## src/rtl/status_value_vector_pkg.sv

```systemverilog
// Shared types and helpers for the status value vector family:
// default sizes, width derivations, the {pull,push} op encoding and the
// per-slot next-value select.
package status_value_vector_pkg;

    localparam int DEFAULT_DEPTH = 16;
    localparam int DEFAULT_WIDTH = 8;

    // Occupancy count width: must represent 0..depth inclusive.
    function automatic int cw_of(input int depth);
        return $clog2(depth + 1);
    endfunction

    // Age-index width: addresses slots 0..depth-1.
    function automatic int iw_of(input int depth);
        return $clog2(depth);
    endfunction

    // Encoding of {pull, push}.
    typedef enum logic [1:0] {
        OP_IDLE = 2'b00,
        OP_PUSH = 2'b01,
        OP_PULL = 2'b10,
        OP_BOTH = 2'b11
    } op_e;

    // Next-value source for one storage slot.
    typedef enum logic [2:0] {
        SEL_HOLD  = 3'd0,
        SEL_SHIFT = 3'd1,
        SEL_LOAD  = 3'd2,
        SEL_UPD   = 3'd3,
        SEL_CLEAR = 3'd4
    } sel_e;

endpackage

```

## src/rtl/status_value_slot.sv

```systemverilog
// One storage slot of the status value vector: picks its next value from
// hold, the slot above (shift toward head), the pushed value, the update
// value, or zero.
module status_value_slot
    import status_value_vector_pkg::*;
#(
    parameter int WIDTH = DEFAULT_WIDTH
) (
    input  logic             clk_i,
    input  logic             rst_i,
    input  sel_e             sel_i,
    input  logic [WIDTH-1:0] shift_i,
    input  logic [WIDTH-1:0] load_i,
    input  logic [WIDTH-1:0] upd_i,
    output logic [WIDTH-1:0] value_o
);

    logic [WIDTH-1:0] value_q;
    logic [WIDTH-1:0] value_d;

    // Next-value mux.
    always_comb begin
        value_d = value_q;
        unique case (sel_i)
            SEL_SHIFT: value_d = shift_i;
            SEL_LOAD:  value_d = load_i;
            SEL_UPD:   value_d = upd_i;
            SEL_CLEAR: value_d = '0;
            default:   value_d = value_q;
        endcase
    end

    // Slot register; reset empties the slot so freed slots read 0.
    always_ff @(posedge clk_i) begin
        if (rst_i) value_q <= '0;
        else       value_q <= value_d;
    end

    assign value_o = value_q;

endmodule

```

## src/rtl/status_value_vector_idx.sv

```systemverilog
// In-order shift-register queue of status entries with occupancy count,
// almost-full flag, overflow/underflow pulses and indexed update of live
// entries. Indexed update is built only when STATUS_VALUE_VECTOR_IDX_UPD_EN
// is defined; otherwise the update ports are ignored and upd_err_o is 0.
module status_value_vector_idx
    import status_value_vector_pkg::*;
#(
    parameter  int DEPTH    = DEFAULT_DEPTH,
    parameter  int WIDTH    = DEFAULT_WIDTH,
    parameter  int AFULL_TH = DEPTH - 2,
    localparam int CW       = cw_of(DEPTH),
    localparam int IW       = iw_of(DEPTH)
) (
    input  logic             clk_i,
    input  logic             rst_i,
    input  logic             push_i,
    input  logic [WIDTH-1:0] value_i,
    input  logic             pull_i,
    input  logic             upd_i,
    input  logic [IW-1:0]    upd_idx_i,
    input  logic [WIDTH-1:0] upd_value_i,
    output logic [WIDTH-1:0] value_o,
    output logic             valid_o,
    output logic             full_o,
    output logic             afull_o,
    output logic [CW-1:0]    count_o,
    output logic             ovf_o,
    output logic             unf_o,
    output logic             upd_err_o
);

    logic [CW-1:0]    count_q, count_d;
    logic [DEPTH-1:0] valid_q, valid_d;
    logic             ovf_q, ovf_d;
    logic             unf_q, unf_d;
    logic             err_q, err_d;

    logic             empty, full;
    logic             do_push, do_shift;
    logic [CW-1:0]    wr_pos;
    logic             upd_hit;
    logic [CW-1:0]    upd_tgt;
    logic [WIDTH-1:0] upd_val;
    op_e              op;

    sel_e             sel   [DEPTH];
    logic [WIDTH-1:0] slot_v[DEPTH];

    assign op    = op_e'({pull_i, push_i});
    assign empty = (count_q == '0);
    assign full  = (count_q == CW'(DEPTH));

    // Decode push/pull into shift/append actions and error pulses.
    always_comb begin
        do_push  = 1'b0;
        do_shift = 1'b0;
        ovf_d    = 1'b0;
        unf_d    = 1'b0;
        unique case (op)
            OP_PUSH: begin
                if (full) ovf_d   = 1'b1;
                else      do_push = 1'b1;
            end
            OP_PULL: begin
                if (empty) unf_d    = 1'b1;
                else       do_shift = 1'b1;
            end
            OP_BOTH: begin
                // On empty the pull is ignored and the push lands in slot 0.
                do_push  = 1'b1;
                do_shift = !empty;
            end
            default: ;
        endcase
    end

    // Append position accounts for a same-cycle shift.
    assign wr_pos = do_shift ? (count_q - CW'(1)) : count_q;

`ifdef STATUS_VALUE_VECTOR_IDX_UPD_EN
    logic upd_ok;
    // Index is relative to pre-cycle positions; it follows a same-cycle shift,
    // and an update of the retiring head is dropped without error.
    always_comb begin
        upd_ok  = upd_i && (CW'(upd_idx_i) < count_q);
        err_d   = upd_i && !upd_ok;
        upd_tgt = do_shift ? (CW'(upd_idx_i) - CW'(1)) : CW'(upd_idx_i);
        upd_hit = upd_ok && !(do_shift && (upd_idx_i == '0));
    end
    assign upd_val = upd_value_i;
`else
    logic unused_upd;
    assign unused_upd = ^{upd_i, upd_idx_i, upd_value_i};
    assign err_d      = 1'b0;
    assign upd_tgt    = '0;
    assign upd_hit    = 1'b0;
    assign upd_val    = '0;
`endif

    // Per-slot select: shift baseline, then update, then append (never collide).
    always_comb begin
        for (int k = 0; k < DEPTH; k++) begin
            sel[k] = SEL_HOLD;
            if (do_shift) sel[k] = (k == DEPTH - 1) ? SEL_CLEAR : SEL_SHIFT;
            if (upd_hit && (upd_tgt == CW'(k))) sel[k] = SEL_UPD;
            if (do_push && (wr_pos == CW'(k))) sel[k] = SEL_LOAD;
        end
    end

    // Next occupancy and its thermometer-coded valid vector.
    always_comb begin
        count_d = count_q;
        if (do_push && !do_shift) count_d = count_q + CW'(1);
        if (do_shift && !do_push) count_d = count_q - CW'(1);
        for (int k = 0; k < DEPTH; k++) begin
            valid_d[k] = (CW'(k) < count_d);
        end
    end

    for (genvar g = 0; g < DEPTH; g++) begin : g_slot
        logic [WIDTH-1:0] shift_src;
        if (g == DEPTH - 1) begin : g_top
            assign shift_src = '0;
        end else begin : g_mid
            assign shift_src = slot_v[g+1];
        end
        status_value_slot #(.WIDTH(WIDTH)) u_slot (
            .clk_i   (clk_i),
            .rst_i   (rst_i),
            .sel_i   (sel[g]),
            .shift_i (shift_src),
            .load_i  (value_i),
            .upd_i   (upd_val),
            .value_o (slot_v[g])
        );
    end

    // Control state: count, valid vector and one-cycle pulses.
    always_ff @(posedge clk_i) begin
        if (rst_i) begin
            count_q <= '0;
            valid_q <= '0;
            ovf_q   <= 1'b0;
            unf_q   <= 1'b0;
            err_q   <= 1'b0;
        end else begin
            count_q <= count_d;
            valid_q <= valid_d;
            ovf_q   <= ovf_d;
            unf_q   <= unf_d;
            err_q   <= err_d;
        end
    end

    assign value_o   = slot_v[0];
    assign valid_o   = valid_q[0];
    assign full_o    = valid_q[DEPTH-1];
    assign afull_o   = valid_q[AFULL_TH-1];
    assign count_o   = count_q;
    assign ovf_o     = ovf_q;
    assign unf_o     = unf_q;
    assign upd_err_o = err_q;

endmodule

```

## config.mk

```make
export PLATFORM = sky130hd
export DESIGN_NAME = status_value_vector_idx
export DESIGN_NICKNAME = d
export VERILOG_FILES = /design/src/rtl/status_value_vector_pkg.sv /design/src/rtl/status_value_slot.sv /design/src/rtl/status_value_vector_idx.sv
export SDC_FILE = /design/constraint.sdc
export NUM_CORES = 1
export LEC_CHECK = 0
export ABC_AREA = 1
export ABC_CLOCK_PERIOD_IN_PS = 6500
export CAP_MARGIN = 20
export CORE_MARGIN = 8
export CORE_UTILIZATION = 60
export DETAILED_ROUTE_END_ITERATION = 6
export GPL_ROUTABILITY_DRIVEN = 0
export PLACE_DENSITY = 0.89
export SLEW_MARGIN = 20
export SYNTH_ARGS = -nofsm -noshare
export SYNTH_HDL_FRONTEND = slang
export SYNTH_SLANG_ARGS = --single-unit
```

## constraint.sdc

```tcl
create_clock -name clk_i -period 6.5 [get_ports clk_i]
set_input_delay 0.975 -clock clk_i [delete_from_list [all_inputs] [get_ports clk_i]]
set_output_delay 0.975 -clock clk_i [all_outputs]
set_load 0.02 [all_outputs]
```

==> impl_metrics.env <==
export IMPL_status="finished, final reports clean"
export IMPL_synthXorXnorAreaFrac=0.01144
export IMPL_synth_flop_cell="dfxtp_1"
export IMPL_postSynthCellCount=1074
export IMPL_r2r_end="g_slot[9].u_slot.value_o[4]"
export IMPL_diodes=0
export IMPL_drive_gt1_frac=0.09305
export IMPL_slowest_delay_ps=750
export IMPL_synth_edff_count=0
export IMPL_htreeDepth=4
export IMPL_yosysWarnings=0
export IMPL_hold_depth=2
export IMPL_place_hpwl_um=9444
export IMPL_synth_compound_area_frac=0.01901
export IMPL_r2r_cells=10
export IMPL_antenna_found_initial=0
export IMPL_drc_errors=0
export IMPL_io_buffer_count=29
export IMPL_total_leakage_power_nw=3.861
export IMPL_grt_max_degree=96
export IMPL_worst_pin_slew_ps=944.3
export IMPL_worstSetupEndpointType="flip-flop"
export IMPL_yosys_area_share_adder=0.003521
export IMPL_start_util=0.6197
export IMPL_worstPathMaxFanout=83
export IMPL_hold_end="g_slot[15].u_slot.value_o[4]"
export IMPL_cpMostUsedCell="nand2_1"
export IMPL_regToRegSetupSlack_ps=2960
export IMPL_r2r_start="count_o[0]"
export IMPL_synth_simple_area_share=0.5088
export IMPL_cts_sinks=137
export IMPL_muxShareOfSynthArea=0
export IMPL_path_clk_slew_ps=60
export IMPL_slew_violations=0
export IMPL_cts_root_buffer="clkbuf_16"
export IMPL_cts_hold_buf=0
export IMPL_finalCritPeriodShare=0.5560
export IMPL_max_cap_viol_count=0
export IMPL_area_delta_synth_final_pct=9.665
export IMPL_hp_class="reg -> reg"
export IMPL_grt_overflow=0
export IMPL_clkLatencyLatePin_ps=420
export IMPL_p_comb_frac=0.318
export IMPL_cp_slowest_cell="buf_4"
export IMPL_wl_per_cell_um=13.33
export IMPL_rows=39
export IMPL_ys_types=33
export IMPL_peakVddDrop_v=0.0002366
export IMPL_nFillCells=880
export IMPL_synth_top_family_by_area="simple AND/OR/NAND/NOR gates"
export IMPL_synth_top_cell_area_share=0.3859
export IMPL_clkPwrFrac=0.337
export IMPL_hold_worst_slack_ps=484.4
export IMPL_avgSynthCellArea_sq_um=6.617
export IMPL_grt_pass1_wl_um=27650
export IMPL_finClkSkew_ps=6.805
export IMPL_startpoint_type="input pin"
export IMPL_cts_buffers=17
export IMPL_fmax_mhz=276.7
export IMPL_drtPass1Iterations=5
export IMPL_groute_usage_overall=0.2060
export IMPL_coreArea_sq_mm=0.01147
export IMPL_critPathArrivalTime_ps=3970
export IMPL_io_pins=44
export IMPL_path_class="in -> reg"
export IMPL_power_density_mw_per_mm2=382.4
export IMPL_fin_util=0.6797
export IMPL_drtAntennaViolNets=0
export IMPL_min_from="g_slot[15].u_slot.value_o[4]"
export IMPL_setup_viol=0
export IMPL_chipWidth_um=124.8
export IMPL_rsz0062_at_grt="false"
export IMPL_dieArea_sq_mm=0.01558
export IMPL_netSwitchingFraction=0.3653
export IMPL_dieHeight_um=124.8
export IMPL_vias=6545
export IMPL_internal_power_mw=1.892
export IMPL_synth_area_leaders="dfxtp_1 39%, nand2_1 20%, nor2_1 13%"
export IMPL_synth_fp_nets=1101
export IMPL_timing_slew_headroom=0.3705
export IMPL_cts_resized=0
export IMPL_nets=1078
export IMPL_drt_total_wl_um=16100
export IMPL_clock_path_buffers=2
export IMPL_synth_seq_cells=137
export IMPL_p_sw_mw=1.089
export IMPL_cts_setup_buffers=0
export IMPL_path_cells="clkdlybuf4s50_1 > nand2_4 > clkinv_2 > buf_4 > nand2_1 > nand3_1 > nand2_1 > nor2_1"
export IMPL_yosysSeqAreaShare=0.3859
export IMPL_fin_crit_ps=3614
export IMPL_avgViaCountPerCell=5.423
export IMPL_drtIter0Drc=696
export IMPL_setup_tns_ps=0
export IMPL_synth_area_sq_mm=0.007107
export IMPL_p_seq_frac=0.344
export IMPL_hold_viol_final=0
export IMPL_synth_async_sr_flop_share=0
export IMPL_yosysTopAreaCell="dfxtp_1"
export IMPL_cp_required_ps=6850
export IMPL_grt_pass1_vias=5964
export IMPL_tritoncts="built"
power by group through the flow:
stage	sequential (mW)	combinational [mW]	clock, mW
after floorplan	1.06	0.768	0
after global placement	1.04	0.919	0
after detailed placement	1.04	0.936	0
after CTS	1.03	0.945	1.01
after global routing	1.04	1.05	1.04
final	1.03	0.948	1.01
state kept, by name, indices dropped and copies added, names as in the netlist:
signal,count
g_slot.u_slot.value_o,128
count_o,5
valid_q,2
ovf_o,1
unf_o,1
worst max path at each step:
stage,start,endpoint
floorplan,count_o[0],g_slot[0].u_slot.value_o[2]
global placement,pull_i,g_slot[14].u_slot.value_o[0]
detailed placement,pull_i,g_slot[14].u_slot.value_o[3]
CTS,pull_i,g_slot[10].u_slot.value_o[3]
global route,pull_i,g_slot[10].u_slot.value_o[0]
finish,pull_i,g_slot[9].u_slot.value_o[4]
through the flow:
step	power (mW)	area, sq um	setup WS, ps	instances
2_1_floorplan	1.828	7107	4154	1074
3_3_place_gp	1.957	7183	2566	1175
3_5_place_dp	1.977	7183	2548	1175
4_1_cts	2.980	7794	2954	1207
5_1_grt	3.130	7794	2702	1207
6_report	2.981	7794	2886	1207
area by class of cell:
class | count | area [sq um] | share of cell area
inverter | 19 | 80.08 | 0.01027
clock buffer | 19 | 432.9 | 0.05555
sequential | 137 | 2743 | 0.3519
timing repair buffer | 33 | 320.3 | 0.04110
multi-input combinational | 843 | 3861 | 0.4954
clock inverter | 13 | 177.7 | 0.02280
tap | 143 | 178.9 | 0.02296
cell usage in the layout, fill, tap and decap left out, types with 2 or more instances in the layout:
cell type and count:
nand2_4 18, clkinvlp_4 2, nor2_1 248, nor3_1 9, a21oi_1 11, xor2_4 2
xor2_1 3, nor2_8 7, nand2_1 384, nor3_2 8, clkinv_4 2, bufinv_16 4
o21ai_0 11, clkdlybuf4s50_1 29, ha_1 2, clkinv_2 6, nor2_4 2, nand2_2 4
clkbuf_1 2, clkbuf_16 17, nand3_1 115, buf_4 4, nand4_1 2, dfxtp_1 137
inv_2 6, nand3_2 11, inv_1 10
synth_stat cells, types with 4 or more instances:
cell type  count
nand2_1      384
nor2_1       248
dfxtp_1      137
nand3_1      115
clkbuf_1      35
nand2_4       18
buf_1         14
buf_6         14
a21oi_1       11
inv_1         11
nand3_2       11
o21ai_0       11
nor3_1         9
buf_2          8
nor3_2         8
nor2_8         7
inv_2          6
nand2_2        4
kinds of logic after synthesis:
family | Yosys count
compound gates | 24
xor+xnor | 5
fa+ha+maj | 2
buf+inv | 94
flops | 137
other cells | 1
simple gates | 811
routing by layer:
metal	up-vias	global-route usage	wire length, um
li1	3286	-	-
met1	2995	0.2541	7079
met2	237	0.3473	7776
met3	27	0.04213	966
met4	0	0.07283	272
met5	-	0	0
worst max-delay path: cells and delay by family:
kind                   cells  cell delay, ps
AND/OR/NAND/NOR            5            1010
buffers and inverters      3            1940
No activity file was read; power rests on OpenSTA's default activity.
